--- src/rtl/clock_ctrl_pkg.sv ---
// Shared types and constants for the clock time-set controller.
// BCD limits are used by the hour/minute edit incrementers.
package clock_ctrl_pkg;

  typedef enum logic [1:0] {
    RUN      = 2'd0,
    SET_HOUR = 2'd1,
    SET_MIN  = 2'd2,
    COMMIT   = 2'd3
  } state_t;

  localparam logic [1:0] SEL_RUN  = 2'b00;
  localparam logic [1:0] SEL_HOUR = 2'b01;
  localparam logic [1:0] SEL_MIN  = 2'b10;

  localparam logic [1:0] HOUR_MAX_TENS       = 2'd2;
  localparam logic [3:0] HOUR_MAX_UNITS_AT_2 = 4'd3;
  localparam logic [3:0] MIN_MAX_TENS        = 4'd5;
  localparam logic [3:0] BCD_MAX             = 4'd9;

endpackage

--- src/rtl/tick_prescaler.sv ---
// One-second strobe generator: counts 0..TICK_DIV-1 and pulses tick on wrap.
// hold clears the count and suppresses tick.
module tick_prescaler #(
  parameter int unsigned TICK_DIV = 50_000_000
) (
  input  logic clk,
  input  logic reset,
  input  logic hold,
  output logic tick
);

  localparam int unsigned CNT_W = $clog2(TICK_DIV);
  localparam logic [CNT_W-1:0] LAST = CNT_W'(TICK_DIV - 1);

  logic [CNT_W-1:0] cnt;
  logic             armed;

  // The first edge after reset leaves the count at 0, so the first tick lands
  // TICK_DIV cycles after that edge, matching the spacing after a hold.
  always_ff @(posedge clk) begin
    if (!reset) begin
      cnt   <= '0;
      tick  <= 1'b0;
      armed <= 1'b0;
    end else if (hold || !armed) begin
      cnt   <= '0;
      tick  <= 1'b0;
      armed <= 1'b1;
    end else if (cnt == LAST) begin
      cnt  <= '0;
      tick <= 1'b1;
    end else begin
      cnt  <= cnt + CNT_W'(1);
      tick <= 1'b0;
    end
  end

endmodule

--- src/rtl/clock_set_ctrl.sv ---
// Time-set controller for the 24-hour BCD counter: second tick generation,
// hour/minute edit state machine and one-cycle load of the edited time.
module clock_set_ctrl
  import clock_ctrl_pkg::*;
#(
  parameter int unsigned TICK_DIV = 50_000_000
) (
  input  logic       clk,
  input  logic       reset,
  input  logic       btn_mode,
  input  logic       btn_inc,
  input  logic [1:0] cur_hour_tens,
  input  logic [3:0] cur_hour_units,
  input  logic [3:0] cur_min_tens,
  input  logic [3:0] cur_min_units,
  output logic       tick,
  output logic       load,
  output logic [1:0] ld_hour_tens,
  output logic [3:0] ld_hour_units,
  output logic [3:0] ld_min_tens,
  output logic [3:0] ld_min_units,
  output logic [1:0] field_sel
);

  state_t     state, state_next;
  logic [5:0] edit_hour, hour_next;
  logic [7:0] edit_min, min_next;
  logic [1:0] sel_next;
  logic       hold;

  // Invalid captured values (and 23) roll to 00.
  function automatic logic [5:0] hour_inc(input logic [5:0] h);
    logic [5:0] r;
    if (h[5:4] > HOUR_MAX_TENS || h[3:0] > BCD_MAX ||
        (h[5:4] == HOUR_MAX_TENS && h[3:0] >= HOUR_MAX_UNITS_AT_2))
      r = '0;
    else if (h[3:0] == BCD_MAX)
      r = {h[5:4] + 2'd1, 4'd0};
    else
      r = {h[5:4], h[3:0] + 4'd1};
    return r;
  endfunction

  function automatic logic [7:0] min_inc(input logic [7:0] m);
    logic [7:0] r;
    if (m[7:4] > MIN_MAX_TENS || m[3:0] > BCD_MAX ||
        (m[7:4] == MIN_MAX_TENS && m[3:0] == BCD_MAX))
      r = '0;
    else if (m[3:0] == BCD_MAX)
      r = {m[7:4] + 4'd1, 4'd0};
    else
      r = {m[7:4], m[3:0] + 4'd1};
    return r;
  endfunction

  assign hold = (state != RUN) || btn_mode;

  always_comb begin
    state_next = state;
    hour_next  = edit_hour;
    min_next   = edit_min;
    case (state)
      RUN: if (btn_mode) begin
        state_next = SET_HOUR;
        hour_next  = {cur_hour_tens, cur_hour_units};
        min_next   = {cur_min_tens, cur_min_units};
      end
      SET_HOUR: begin
        if (btn_mode)     state_next = SET_MIN;
        else if (btn_inc) hour_next  = hour_inc(edit_hour);
      end
      SET_MIN: begin
        if (btn_mode)     state_next = COMMIT;
        else if (btn_inc) min_next   = min_inc(edit_min);
      end
      default: state_next = RUN;
    endcase

    case (state_next)
      SET_HOUR: sel_next = SEL_HOUR;
      SET_MIN:  sel_next = SEL_MIN;
      default:  sel_next = SEL_RUN;
    endcase
  end

  always_ff @(posedge clk) begin
    if (!reset) begin
      state     <= RUN;
      edit_hour <= '0;
      edit_min  <= '0;
      load      <= 1'b0;
      field_sel <= SEL_RUN;
      {ld_hour_tens, ld_hour_units, ld_min_tens, ld_min_units} <= '0;
    end else begin
      state     <= state_next;
      edit_hour <= hour_next;
      edit_min  <= min_next;
      load      <= (state_next == COMMIT);
      field_sel <= sel_next;
      if (state_next == COMMIT)
        {ld_hour_tens, ld_hour_units, ld_min_tens, ld_min_units} <= {edit_hour, edit_min};
    end
  end

  tick_prescaler #(
    .TICK_DIV(TICK_DIV)
  ) u_prescaler (
    .clk  (clk),
    .reset(reset),
    .hold (hold),
    .tick (tick)
  );

endmodule

--- config.mk ---
export PLATFORM = sky130hd
export DESIGN_NAME = clock_set_ctrl
export DESIGN_NICKNAME = d
export VERILOG_FILES = /design/src/rtl/clock_ctrl_pkg.sv /design/src/rtl/tick_prescaler.sv /design/src/rtl/clock_set_ctrl.sv
export SDC_FILE = /design/constraint.sdc
export NUM_CORES = 1
export LEC_CHECK = 0
export ABC_AREA = 1
export CAP_MARGIN = 25
export CORE_MARGIN = 2
export CORE_UTILIZATION = 50
export CTS_CLUSTER_SIZE = 30
export DETAILED_ROUTE_END_ITERATION = 8
export PLACE_DENSITY_LB_ADDON = 0.05
export SLEW_MARGIN = 40
export SYNTH_ARGS = -nofsm -noshare
export SYNTH_HDL_FRONTEND = slang
export SYNTH_SLANG_ARGS = --single-unit
export TNS_END_PERCENT = 50
--- constraint.sdc ---
create_clock -name clk -period 1.46 [get_ports clk]
set_input_delay 0.219 -clock clk [delete_from_list [all_inputs] [get_ports clk]]
set_output_delay 0.219 -clock clk [all_outputs]
set_load 0.03 [all_outputs]
Word-level counts from Yosys, hierarchy flattened
Cells that the tools add are included.
{ "totals": {"memories": 0, "reg_bits": 61, "rom_bits": 0, "latchBits": 0, "mem_bits_rw": 0} }
{ "classes": {"n_eq_ne": 17, "n_div": 0, "shift": 0, "bitwise_logic": 1, "mul": 0, "muxes": 18, "addsub": 5, "magnitude_cmp": 5, "reduce_logical": 19} }
{ "op_table": {"columns": ["op", "n"], "rows": [
  ["8-bit 2-to-1 mux", 5],
  ["6-bit 2-to-1 mux", 5],
  ["26-bit by 1-bit adder with 26-bit output, second input constant", 1],
  ["26-bit == test, second input constant", 1],
  ["8-bit case mux with 2 select lines", 1],
  ["4-bit by 1-bit adder with 4-bit output, second input constant", 3],
  ["6-bit case mux with 2 select lines", 1],
  ["2-bit != test, second input constant", 5],
  ["5-bit AND reduction", 2],
  ["2-bit == test, second input constant", 4],
  ["4-bit == test, second input constant", 2],
  ["4-bit greater-than comparator, second input constant", 2],
  ["4-bit AND reduction", 2],
  ["1-bit logical OR", 6],
  ["2-bit 2-to-1 mux", 3],
  ["3-bit != test, second input constant", 2],
  ["2-bit case mux with 3 select lines", 1],
  ["2-bit nonzero test", 3],
  ["2-bit by 1-bit == test with 1-bit output, second input constant", 2],
  ["4-bit by 3-bit == test with 1-bit output, second input constant", 1],
  ["4-bit by 2-bit greater-or-equal comparator with 1-bit output, second input constant", 1],
  ["4-bit by 3-bit greater-than comparator with 1-bit output, second input constant", 1],
  ["2-bit case mux with 2 select lines", 1],
  ["3-bit OR reduction", 1],
  ["other kinds (8)", 9]
]} }

Longest topological paths before layout
{ "logic_depth": {"ltp_word": 7, "ltp_mapped": 11} }

Cells and area by module
From an unflattened synthesis, not the netlist that was laid out.
{ "unflattened": {"cells_unflattened": 469, "area_unflattened_um2": 3186.8} }
{ "modules_own_cells": {"columns": ["mod", "cells_per_inst", "instances", "area_each_um2"], "rows": [
  ["clock_set_ctrl", 252, 1, 1720.4],
  ["tick_prescaler", 217, 1, 1466.4]
]} }

Least setup slack after synthesis
OpenSTA, ideal clock, no wires.
{ "synth_timing": {"kind": "flip-flop to flip-flop", "from": "register u_prescaler.cnt[0]", "to": "register u_prescaler.cnt[15]", "slack_ns": 0.037, "n_path_buf": 1, "t_arrival_ns": 1.309, "setup_ns": 0.115, "required_time_ns": 1.345, "stages_incl_launch_ff": 10, "synth_period_minus_slack_ns": 1.423, "path_cell_list": "dfxtp_1 > ha_1 > nand2_1 > nor2_2 > nand2_2 > nor2_1 > nand4_1 > nand2_2 > buf_6 > nor2_1"} }
{ "synth_via": {"elab_chain_cells": 2, "word_cells_on_any_way": 3, "cone_classes": "add/sub (1); eq/ne (1); reduce/logical (1)"} }
{ "synth_rtl": {"columns": ["item", "line", "rtl"], "rows": [
  ["from (decl)", "tick_prescaler.sv:15", "logic [CNT_W-1:0] cnt;"],
  ["from (signal assigned)", "tick_prescaler.sv:33", "cnt <= cnt + CNT_W'(1);"],
  ["parallel branches: the longest is 2 deep, another holds 26-bit by 1-bit adder with 26-bit output", null, null]
]} }
Several ways; the timed one is not identified.
A chain may end at the register's enable or synchronous reset.

Final worst setup path
{ "layout_timing": {"from": "register u_prescaler.cnt[1]", "to": "register u_prescaler.cnt[14]"} }
The elaborated chain is that of the path after synthesis.

==> flow_summary.yaml <==
outcome:
  status: "finished with violations"
  violations: "negative setup slack"
timing:
  maxSlewViolCount: 0
  min_period_over_period_pct: 104
  max_freq_mhz: 661
  rsz0062_at_grt: "yes"
  setup_ws_ns: -0.0537
  tns_ns: -1.05
  period_needed_ns: 1.51
  fin_skew_ns: 0.0132
  slew_headroom_pct: 75.5
  hold_viol: 0
  setup-violations-final: 26
  worst_slew_pin_slew_ns: 0.364
critical_path:
  critPathCaptureType: "register"
  start_kind: "register"
  worstPathMaxFanout: 11
  critPathKind: "reg2reg"
  cp.arrival_ns: 1.74
  r2r_start: "u_prescaler.cnt[1]"
  reg2reg_depth: 10
  path_cells: "ha_4 > nand2_4 > nor2_4 > nand2_2 > nor2_2 > nand4_1 > nand2_2 > buf_12 > buf_12 > a21oi_1"
  r2r_slack_ns: -0.05
  cp_top_family: "simple AND/OR/NAND/NOR gates"
  critPathBufInv: 2
  rr_endpoint: "u_prescaler.cnt[14]"
  required_ns: 1.69
  slowest_delay_ns: 0.35
  critPathSlowestCell: "dfxtp_2"
worst_hold_path:
  hp-start: "ld_min_units[2]"
  min_path_type: "reg2reg"
  holdPathStages: 2
  worstHoldEndpoint: "ld_min_units[2]"
power:
  peakVddDrop_mv: 0.556
  power_mw: 3.85
  power_leakage_nw: 1.86
  p_int_mw: 2.77
  swShare_pct: 28.0
  p_seq_share_pct: 46.5
  p_clk_share_pct: 38.1
  pwr-share-comb_pct: 15.4
  power.density_nw_per_um2: 908
  switchingPower_mw: 1.08
routing:
  drt_iter0_drc: 96
  dr.pass1.iters: 4
  routed_wl_um: 7800
  vias: 3088
  ant_nets: 0
  drc: 0
  wl_per_cell_um: 12.7
  routed_via_density: 5.04
die:
  core_um2: 5960
  start_util_pct: 52.0
  pin_count: 36
  chipHeight_um: 82.7
  row_count: 28
  die_area_um2: 6840
  chipWidth_um: 82.7
logic_synthesis:
  synth_top_cell_by_area: "dfxtp_1"
  ys_ff_latch: 61
  netlist.area_leader.share_pct: 39.4
  synth_edf_count: 0
  syn_area_per_cell_um2: 6.95
  synthesis.nets: 470
  synth_commonest_cells: "nand2_1 (102), nor2_1 (62), dfxtp_1 (61), inv_1 (44), a21oi_1 (37)"
  yosysWarnings: 0
  yosysMostFrequentCell: "nand2_1"
  async_flop_share_pct: 0
  synthDistinctLibCells: 31
  synth_ff_type: "dfxtp_1"
  synth_cells: 446
  ys_seq_area_share_pct: 39.4
  netlist_area_um2: 3100
  synth_area_leaders: "dfxtp_1 (39%), nand2_1 (12%), nor2_1 (7.5%)"
cells_and_area:
  num-fill-cells: 504
  regArea_um2: 1230
  num_antenna_cells: 0
  area_growth_pct: 36.9
  final_layout_size_suffix_gt1_share_pct: 23.2
  nets: 557
  multi_input_area_um2: 1740
grt:
  grt_util_all_layers_pct: 23.4
  grt_pass1_vias: 2796
  grt_pass1_wl_um: 12200
  grt_start_max_net_pins: 16
  antenna_found_initial: 0
  grt-ovfl-total: 0
run:
  max_cap_viol_count: 0
placed_design:
  hpwl_um: 5400
  portBuffers: 35
  gp_congestion: 0.875
cts:
  hold_buffers: 0
  cts_tree: "built"
  clock-sinks: 61
  cts_max_path_buffers: 2
  path_clk_slew_ns: 0.07
  htreeDepth: 3
  clk_latency_ns: 0.34
  clk_root_buffer_cell: "clkbuf_8"
  cts_buffers: 9
-- metal layers --
metal	up-vias	global-route usage [%]	routed length (µm)
met5	-	0	0
met4	0	9.84	175
met3	17	4.24	247
met2	57	42.2	4030
met1	1408	26.9	3350
li1	1606	-	-
-- state kept, by name (all words and copies together), names as in the netlist, 2 cells and up --
register	flops
ld_min_tens	4
field_sel	2
state	2
edit_min	8
u_prescaler.cnt	26
edit_hour	6
ld_min_units	4
ld_hour_units	4
ld_hour_tens	2
-- power groups by stage --
| stage | Sequential [mW] | Combinational [mW] | Clock [mW] |
|---|---|---|---|
| finish | 1.79 | 0.594 | 1.47 |
| global route | 1.80 | 0.663 | 1.58 |
| CTS | 1.78 | 0.539 | 1.50 |
| detailed placement | 1.82 | 0.525 | 0 |
| global placement | 1.82 | 0.515 | 0 |
| floorplan | 1.83 | 0.304 | 0 |
-- what timing repair did --
| item | 4_1_cts | 5_1_grt |
|---|---|---|
| gates resized for setup | 33 | 26 |
| pin swaps | 8 | 9 |
| endpoints found under the setup margin | 48 | 41 |
| gates cloned | 1 | 0 |
| buffers inserted | 3 | 8 |
-- layout by cell type (no fill, tap or decap), drive strengths merged --
cell and n:
a21oi 38, a31oi 1, and2 1, buf 52
bufinv 1, clkbuf 10, clkdlybuf4s50 17, clkinv 4
clkinvlp 2, dfxtp 61, dlygate4sd2 18, ha 6
inv 49, nand2 111, nand3 33, nand3b 3
nand4 16, nor2 73, nor3 10, o21ai 14
o21bai 1, or2 3, xnor2 4, xor2 10
-- worst min-delay path, cell delays in order, from the launching register on --
cell and delay [ns]:
dfxtp_1 0.30, nand2_1 0.06, a21oi_1 0.05
-- worst max-delay path by stage --
stage	start	endpoint	slack [ns]	depth (start not counted)
after floorplan	u_prescaler.cnt[0]	u_prescaler.cnt[15]	0.04	9
after global placement	btn_mode	edit_min[2]	-0.12	10
after detailed placement	btn_mode	edit_min[2]	-0.16	10
after CTS	u_prescaler.cnt[0]	u_prescaler.cnt[3]	-0.09	9
after global routing	u_prescaler.cnt[1]	u_prescaler.cnt[14]	-0.17	10
final	u_prescaler.cnt[1]	u_prescaler.cnt[14]	-0.05	10
-- final cells by class --
cell class	count	share of cell area (%)
multi-input cells	324	41.1
flip-flops and latches	61	29.1
inverters	50	4.54
well taps	75	2.21
repair buffers	87	18.6
clock inverters	6	1.50
clock buffers	10	3.01
-- stage by stage --
step	instance area [µm²]	util [%]	setup slack [ns]	hold slack (ns)	instances
CTS	4090	68.7	-0.0941	0.464	605
detailed placement	3800	63.8	-0.165	0.456	585
floorplan	3100	-	0.0366	0.393	446
global route	4240	71.2	-0.169	0.484	613
global placement	3800	63.8	-0.124	0.451	585
finish	4240	71.2	-0.0537	0.455	613
-- cell families (layout without fill, tap and decap cells) --
family	after synthesis	in the layout	synth area share, %
AOI/OAI and AO/OA	54	54	9.16
xor gates and xnor gates	14	14	3.96
DFF	61	61	39.4
adders and majority gates	6	6	2.42
and+or+nand+nor	250	250	36.8
buffers and inverters	61	153	8.28
(Power assumes the default switching activity.)
